`src/rtl/mandel_pkg.sv`:
```
// Shared types and defaults for the Mandelbrot engine scheduler.
// Coordinate width, frame geometry defaults and scheduler states.
package mandel_pkg;

    localparam int COORD_W    = 11;
    localparam int DEF_X_SIZE = 480;
    localparam int DEF_Y_SIZE = 480;
    localparam int DEF_ITER_W = 8;

    typedef enum logic [1:0] {
        IDLE,
        RUN,
        DRAIN,
        DONE
    } sched_state_t;

endpackage

```
`src/rtl/engine_scheduler_coord_counter.sv`:
```
// Raster x/y counter: x advances first, wraps to 0 and bumps y.
// last flags the final pixel of the frame at the current position.
module coord_counter
    import mandel_pkg::*;
#(
    parameter int X_SIZE = DEF_X_SIZE,
    parameter int Y_SIZE = DEF_Y_SIZE
) (
    input  logic               clk,
    input  logic               rst_n,
    input  logic               clear,
    input  logic               en,
    output logic [COORD_W-1:0] x,
    output logic [COORD_W-1:0] y,
    output logic               last
);

    localparam logic [COORD_W-1:0] X_LAST = COORD_W'(X_SIZE - 1);
    localparam logic [COORD_W-1:0] Y_LAST = COORD_W'(Y_SIZE - 1);

    always_ff @(posedge clk or negedge rst_n) begin
        if (!rst_n) begin
            x <= '0;
            y <= '0;
        end else if (clear) begin
            x <= '0;
            y <= '0;
        end else if (en) begin
            if (x == X_LAST) begin
                x <= '0;
                y <= (y == Y_LAST) ? '0 : y + 1'b1;
            end else begin
                x <= x + 1'b1;
            end
        end
    end

    assign last = (x == X_LAST) && (y == Y_LAST);

endmodule

```
`src/rtl/engine_scheduler.sv`:
```
// Round-robin job dispatch to NUM_ENGINES Mandelbrot engines with
// in-order result collection onto an AXI-Stream style pixel output.
module engine_scheduler
    import mandel_pkg::*;
#(
    parameter int NUM_ENGINES = 4,
    parameter int X_SIZE      = DEF_X_SIZE,
    parameter int Y_SIZE      = DEF_Y_SIZE,
    parameter int ITER_W      = DEF_ITER_W
) (
    input  logic                          out_stream_aclk,
    input  logic                          axi_resetn,
    input  logic                          start,
    output logic [NUM_ENGINES-1:0]        eng_req_valid,
    input  logic [NUM_ENGINES-1:0]        eng_req_ready,
    output logic [COORD_W-1:0]            eng_x,
    output logic [COORD_W-1:0]            eng_y,
    input  logic [NUM_ENGINES-1:0]        eng_done,
    input  logic [NUM_ENGINES*ITER_W-1:0] eng_iter,
    output logic [NUM_ENGINES-1:0]        eng_ack,
    output logic                          out_valid,
    input  logic                          out_ready,
    output logic [ITER_W-1:0]             out_iter,
    output logic [COORD_W-1:0]            out_x,
    output logic [COORD_W-1:0]            out_y,
    output logic                          out_sof,
    output logic                          out_eol,
    output logic                          busy,
    output logic                          frame_done
);

    localparam int PTR_W = $clog2(NUM_ENGINES);
    localparam int CNT_W = $clog2(NUM_ENGINES + 1);
    localparam logic [CNT_W-1:0]   CNT_MAX = CNT_W'(NUM_ENGINES);
    localparam logic [COORD_W-1:0] X_LAST  = COORD_W'(X_SIZE - 1);

    sched_state_t state;
    sched_state_t state_nx;

    logic [PTR_W-1:0]   dptr;
    logic [PTR_W-1:0]   cptr;
    logic [CNT_W-1:0]   outstanding;
    logic [ITER_W-1:0]  iter_sel;
    logic [COORD_W-1:0] coll_x;
    logic [COORD_W-1:0] coll_y;
    logic               disp_last;
    logic               coll_last;
    logic               out_last;
    logic               frame_clr;
    logic               active;
    logic               issue;
    logic               collect;
    logic               hs;

    assign frame_clr = (state == IDLE) && start;
    assign active    = (state == RUN) || (state == DRAIN);
    assign hs        = out_valid && out_ready;

    assign issue = (state == RUN)
                && eng_req_ready[dptr]
                && (outstanding != CNT_MAX);

    // Zero outstanding means any eng_done is stale, never ours to take.
    assign collect = active
                  && eng_done[cptr]
                  && (outstanding != '0)
                  && (!out_valid || out_ready);

    coord_counter #(
        .X_SIZE (X_SIZE),
        .Y_SIZE (Y_SIZE)
    ) u_disp_cnt (
        .clk   (out_stream_aclk),
        .rst_n (axi_resetn),
        .clear (frame_clr),
        .en    (issue),
        .x     (eng_x),
        .y     (eng_y),
        .last  (disp_last)
    );

    coord_counter #(
        .X_SIZE (X_SIZE),
        .Y_SIZE (Y_SIZE)
    ) u_coll_cnt (
        .clk   (out_stream_aclk),
        .rst_n (axi_resetn),
        .clear (frame_clr),
        .en    (collect),
        .x     (coll_x),
        .y     (coll_y),
        .last  (coll_last)
    );

    always_comb begin
        iter_sel = '0;
        for (int i = 0; i < NUM_ENGINES; i++) begin
            if (PTR_W'(i) == cptr) begin
                iter_sel = eng_iter[i*ITER_W +: ITER_W];
            end
        end
    end

    always_comb begin
        eng_req_valid = '0;
        eng_ack       = '0;
        if (issue) begin
            eng_req_valid[dptr] = 1'b1;
        end
        if (collect) begin
            eng_ack[cptr] = 1'b1;
        end
    end

    always_ff @(posedge out_stream_aclk or negedge axi_resetn) begin
        if (!axi_resetn) begin
            state <= IDLE;
        end else begin
            state <= state_nx;
        end
    end

    always_comb begin
        state_nx = state;
        unique case (state)
            IDLE: begin
                if (start) begin
                    state_nx = RUN;
                end
            end
            RUN: begin
                if (issue && disp_last) begin
                    state_nx = DRAIN;
                end
            end
            DRAIN: begin
                if (hs && out_last) begin
                    state_nx = DONE;
                end
            end
            DONE: begin
                state_nx = IDLE;
            end
            default: begin
                state_nx = IDLE;
            end
        endcase
    end

    assign busy       = (state != IDLE);
    assign frame_done = (state == DONE);

    // Pointers restart at 0 so every frame maps pixel k to engine k mod N.
    always_ff @(posedge out_stream_aclk or negedge axi_resetn) begin
        if (!axi_resetn) begin
            dptr        <= '0;
            cptr        <= '0;
            outstanding <= '0;
        end else begin
            if (frame_clr) begin
                dptr <= '0;
                cptr <= '0;
            end else begin
                if (issue) begin
                    dptr <= dptr + 1'b1;
                end
                if (collect) begin
                    cptr <= cptr + 1'b1;
                end
            end
            if (issue && !collect) begin
                outstanding <= outstanding + 1'b1;
            end else if (!issue && collect) begin
                outstanding <= outstanding - 1'b1;
            end
        end
    end

    always_ff @(posedge out_stream_aclk or negedge axi_resetn) begin
        if (!axi_resetn) begin
            out_valid <= 1'b0;
            out_iter  <= '0;
            out_x     <= '0;
            out_y     <= '0;
            out_sof   <= 1'b0;
            out_eol   <= 1'b0;
            out_last  <= 1'b0;
        end else if (collect) begin
            out_valid <= 1'b1;
            out_iter  <= iter_sel;
            out_x     <= coll_x;
            out_y     <= coll_y;
            out_sof   <= (coll_x == '0) && (coll_y == '0);
            out_eol   <= (coll_x == X_LAST);
            out_last  <= coll_last;
        end else if (hs) begin
            out_valid <= 1'b0;
        end
    end

endmodule

```
`config.mk`:
```
export PLATFORM = sky130hd
export DESIGN_NAME = engine_scheduler
export DESIGN_NICKNAME = d
export VERILOG_FILES = /design/src/rtl/mandel_pkg.sv /design/src/rtl/engine_scheduler_coord_counter.sv /design/src/rtl/engine_scheduler.sv
export SDC_FILE = /design/constraint.sdc
export NUM_CORES = 1
export LEC_CHECK = 0
export CAP_MARGIN = 10
export CORE_UTILIZATION = 55
export DETAILED_ROUTE_END_ITERATION = 8
export PLACE_DENSITY = 0.83
export SYNTH_ARGS = -nofsm -noshare
export SYNTH_HDL_FRONTEND = slang
export SYNTH_HIERARCHICAL = 1
export SYNTH_SLANG_ARGS = --single-unit
```
`constraint.sdc`:
```
create_clock -name out_stream_aclk -period 6.1 [get_ports out_stream_aclk]
set_input_delay 1.22 -clock out_stream_aclk [delete_from_list [all_inputs] [get_ports out_stream_aclk]]
set_output_delay 1.22 -clock out_stream_aclk [all_outputs]
set_load 0.03 [all_outputs]
```
==> summary.md <==
| Metric | Value |
|---|---|
| Status | `completed` |
| Cells after Synth | `534` |
| Synth area leader | `dfrtp_1` |
| Netlist cell types | `60` |
| CTS tree | `built` |
| Worst Tran Pin Value | `0.687 ns` |
| Chip height | `96.8 um` |
| Largest family of logic cells by synthesized area | `simple AND/OR/NAND/NOR gates` |
| Initial antenna violation count | `0` |
| Synth Flop Type | `dfrtp_1` |
| Final Hold Vio Count | `0` |
| Met3 usage | `0.0441` |
| Top-count cell post-synth | `nand2_1` |
| Avg WL per Cell | `15.8 um` |
| Slew HR | `0.540` |
| DRT iter0 DRCs | `254` |
| Post-synthesis simple-gate area fraction | `0.269` |
| Die ar. | `9380 um2` |
| Synth top area share | `0.440` |
| Worst-path fanout max | `40` |
| Nets | `696` |
| H-Tree Depth | `3` |
| Fraction of the mapped netlist area in adder cells | `0.0496` |
| Synth cell count leaders | `111 x nand2_1, 87 x dfrtp_1, 41 x nor2_1, 27 x nand3_1, 24 x a21oi_1` |
| Crit. End Element | `output port` |
| Final setup violating endpoints | `0` |
| Synthesized flop and latch total | `87` |
| Final GP Congestion | `0.916` |
| First-pass GRT wire length | `19,000 um` |
| Hold slack | `0.480 ns` |
| Busiest grt layer | `met2` |
| Vias in the first global route | `4,048` |
| Mapped Nets | `597` |
| Final Total Pwr | `2.37 mW` |
| Fin crit share | `0.753` |
| Post-route design area | `6260 um2` |
| WL final | `11,800 um` |
| Period minus WS final | `4.60 ns` |
| Setup TNS Final | `0 ns` |
| Antenna Nets Post-Route | `0` |
| Hold_buf cts | `0` |
| Routed vias | `4,443` |
| I/O pin cnt | `109` |
| DR vias/cell | `5.96` |
| Worst IR Drop VDD | `0.185 mV` |
| Async SR Flop Fraction | `1.00` |
| RSZ-0062 raised after global routing | `false` |
| Setup Buffers After CTS | `0` |
| Hpwl dp | `8280 um` |
| Cell mode on critical path | `clkdlybuf4s50_1` |
| Mapped cell area | `4950 um2` |
| Post-synth EDFFs | `0` |
| FP Rows | `34` |
| Critical path class | `primary input to output port` |
| CP Data Arrival Time | `3.38 ns` |
| Synth warn | `6` |
| Worst-skew pair later-pin latency | `0.36 ns` |
| Layout area overhead | `26.6%` |
| # Max-Cap Violations | `0` |
| Avg Inst Size Synth | `9.26 um2` |
| Slew Limit Fails | `0` |
| Total track usage | `0.247` |
| CP Launch Type | `primary input` |
| Lkg Pwr | `2.71 nW` |
| Compound-Gate Fraction of Synth Area | `0.141` |
| Starting Density | `0.567` |
| DP Area | `6020 um2` |
| Total grt overflow | `0` |
| Post-Synth XOR/XNOR Area | `0.0319` |
| Core area | `8720 um2` |
| Top cells by area, synth | `dfrtp_1 44%, nand2_1 8.4%, ha_1 4.6%` |
| Worst-path cell chain | `clkdlybuf4s50_1, mux4_2, nand3_4, inv_4, and2_1, clkdlybuf4s50_1` |
| PortBufs | `108` |
| Multiplexer area fraction after synthesis | `0.0192` |
| Bufs on Longest Clock Path | `2` |
| Fmax | `0.218 GHz` |
| Required time of the worst setup path | `4.88 ns` |
| Fin Clk Skew | `0.00928 ns` |
| Slowest-stage cell, CP | `clkdlybuf4s50_1` |
| PostCTS Resize Cnt | `0` |
| Residual DRC count | `0` |
| Ant. Diodes | `0` |
| CTS buffer count | `9` |
| Clock-pin slew on the worst setup and hold paths | `0.09 ns` |
| Largest net degree at the start of global routing | `88` |
| Grt met2 use | `0.418` |
| R2R setup slack | `2.82 ns` |
| CTS root buf | `clkbuf_8` |
| Share of layout cells above drive strength 1 | `0.0737` |
| Clock sink count | `87` |
| Detailed Routing Iterations Pass 1 | `5` |
| FF+latch area | `2180 um2` |
| Slowest stage delay, CP | `0.59 ns` |
| Fillers | `653` |
| Min-delay worst type | `flip-flop to flip-flop` |
| Cell area power density | `379 nW/um2` |
| Seq/Total Area, Yosys | `0.440` |
| GR Layer Usage met1 | `0.322` |
| Die width | `96.8 um` |
| Multi-input gate area | `2520 um2` |
## area by class of cell
class	count	share of cell area
timing repair buffer	111	0.179
clock buffer	11	0.0242
tap	108	0.0216
multi-input combinational	401	0.403
sequential	87	0.348
clock inverter	5	0.0104
inverter	23	0.0142
## worst max-delay path, delay by kind of cell
kind / cells / cell delay [ns]
buffers and inverters: 3 / 1.05
multiplexers: 1 / 0.50
AND/OR/NAND/NOR: 2 / 0.60
## worst paths after layout
path,to,cells past startpoint,start
max in group asynchronous,u_coll_cnt/x[6],2,axi_resetn
min in group asynchronous,out_iter[1],1,axi_resetn
min reg2reg,out_x[3],2,out_x[3]
max,eng_ack[1],6,eng_done[1]
max reg2reg,u_coll_cnt/y[8],10,state[1]
min,out_x[3],2,out_x[3]
## cell usage in the layout, fill, tap and decap left out, types with 3 or more instances in the layout
master / count
ha_1: 18
dfrtp_1: 87
a221oi_1: 6
o21ai_0: 20
and2_1: 4
xnor2_1: 8
nand4_1: 16
nor2_1: 41
mux2i_1: 5
nand2b_1: 6
nand2_1: 111
nand3_1: 27
clkbuf_8: 11
a31oi_1: 5
nor3_1: 4
buf_4: 3
nor4_1: 10
or3_1: 6
o31ai_1: 3
clkdlybuf4s50_1: 107
xor2_1: 10
o211ai_1: 4
inv_1: 20
and4_1: 7
a21o_1: 5
a21oi_1: 24
and3_1: 10
o21a_1: 8
## registers in the layout (all words and copies together), names as in the netlist, 2 cells and up
register / cells
cptr: 2
dptr: 2
out_iter: 8
out_x: 11
out_y: 11
outstanding: 3
state: 2
u_coll_cnt/x: 11
u_coll_cnt/y: 11
u_disp_cnt/x: 11
u_disp_cnt/y: 11
## metal layers
layer	wire, um	vias to the layer above
met1	5090	2185
li1	-	2082
met2	5970	158
met5	0	-
met4	177	0
met3	567	18
## kinds of logic after synthesis
group,Yosys count
AOI/OAI and AO/OA,95
buffers and inverters,46
and+or+nand+nor,261
adders and majority gates,19
xor gates and xnor gates,18
muxes,8
DFF,87
## stage by stage
stage / utilization / cells / setup WS, ns
2_1_floorplan: - / 534 / 2.69
3_3_place_gp: 0.690 / 729 / 1.53
3_5_place_dp: 0.690 / 729 / 1.49
4_1_cts: 0.715 / 745 / 1.49
5_1_grt: 0.718 / 746 / 1.45
6_report: 0.718 / 746 / 1.50
## where the power goes
part	switching (mW)	total, mW	internal (mW)
sequential	0.141	0.837	0.696
clock	0.217	0.432	0.215
combinational	0.662	1.10	0.441
total	1.02	2.37	1.35
Power figures use the tool's default switching activity.
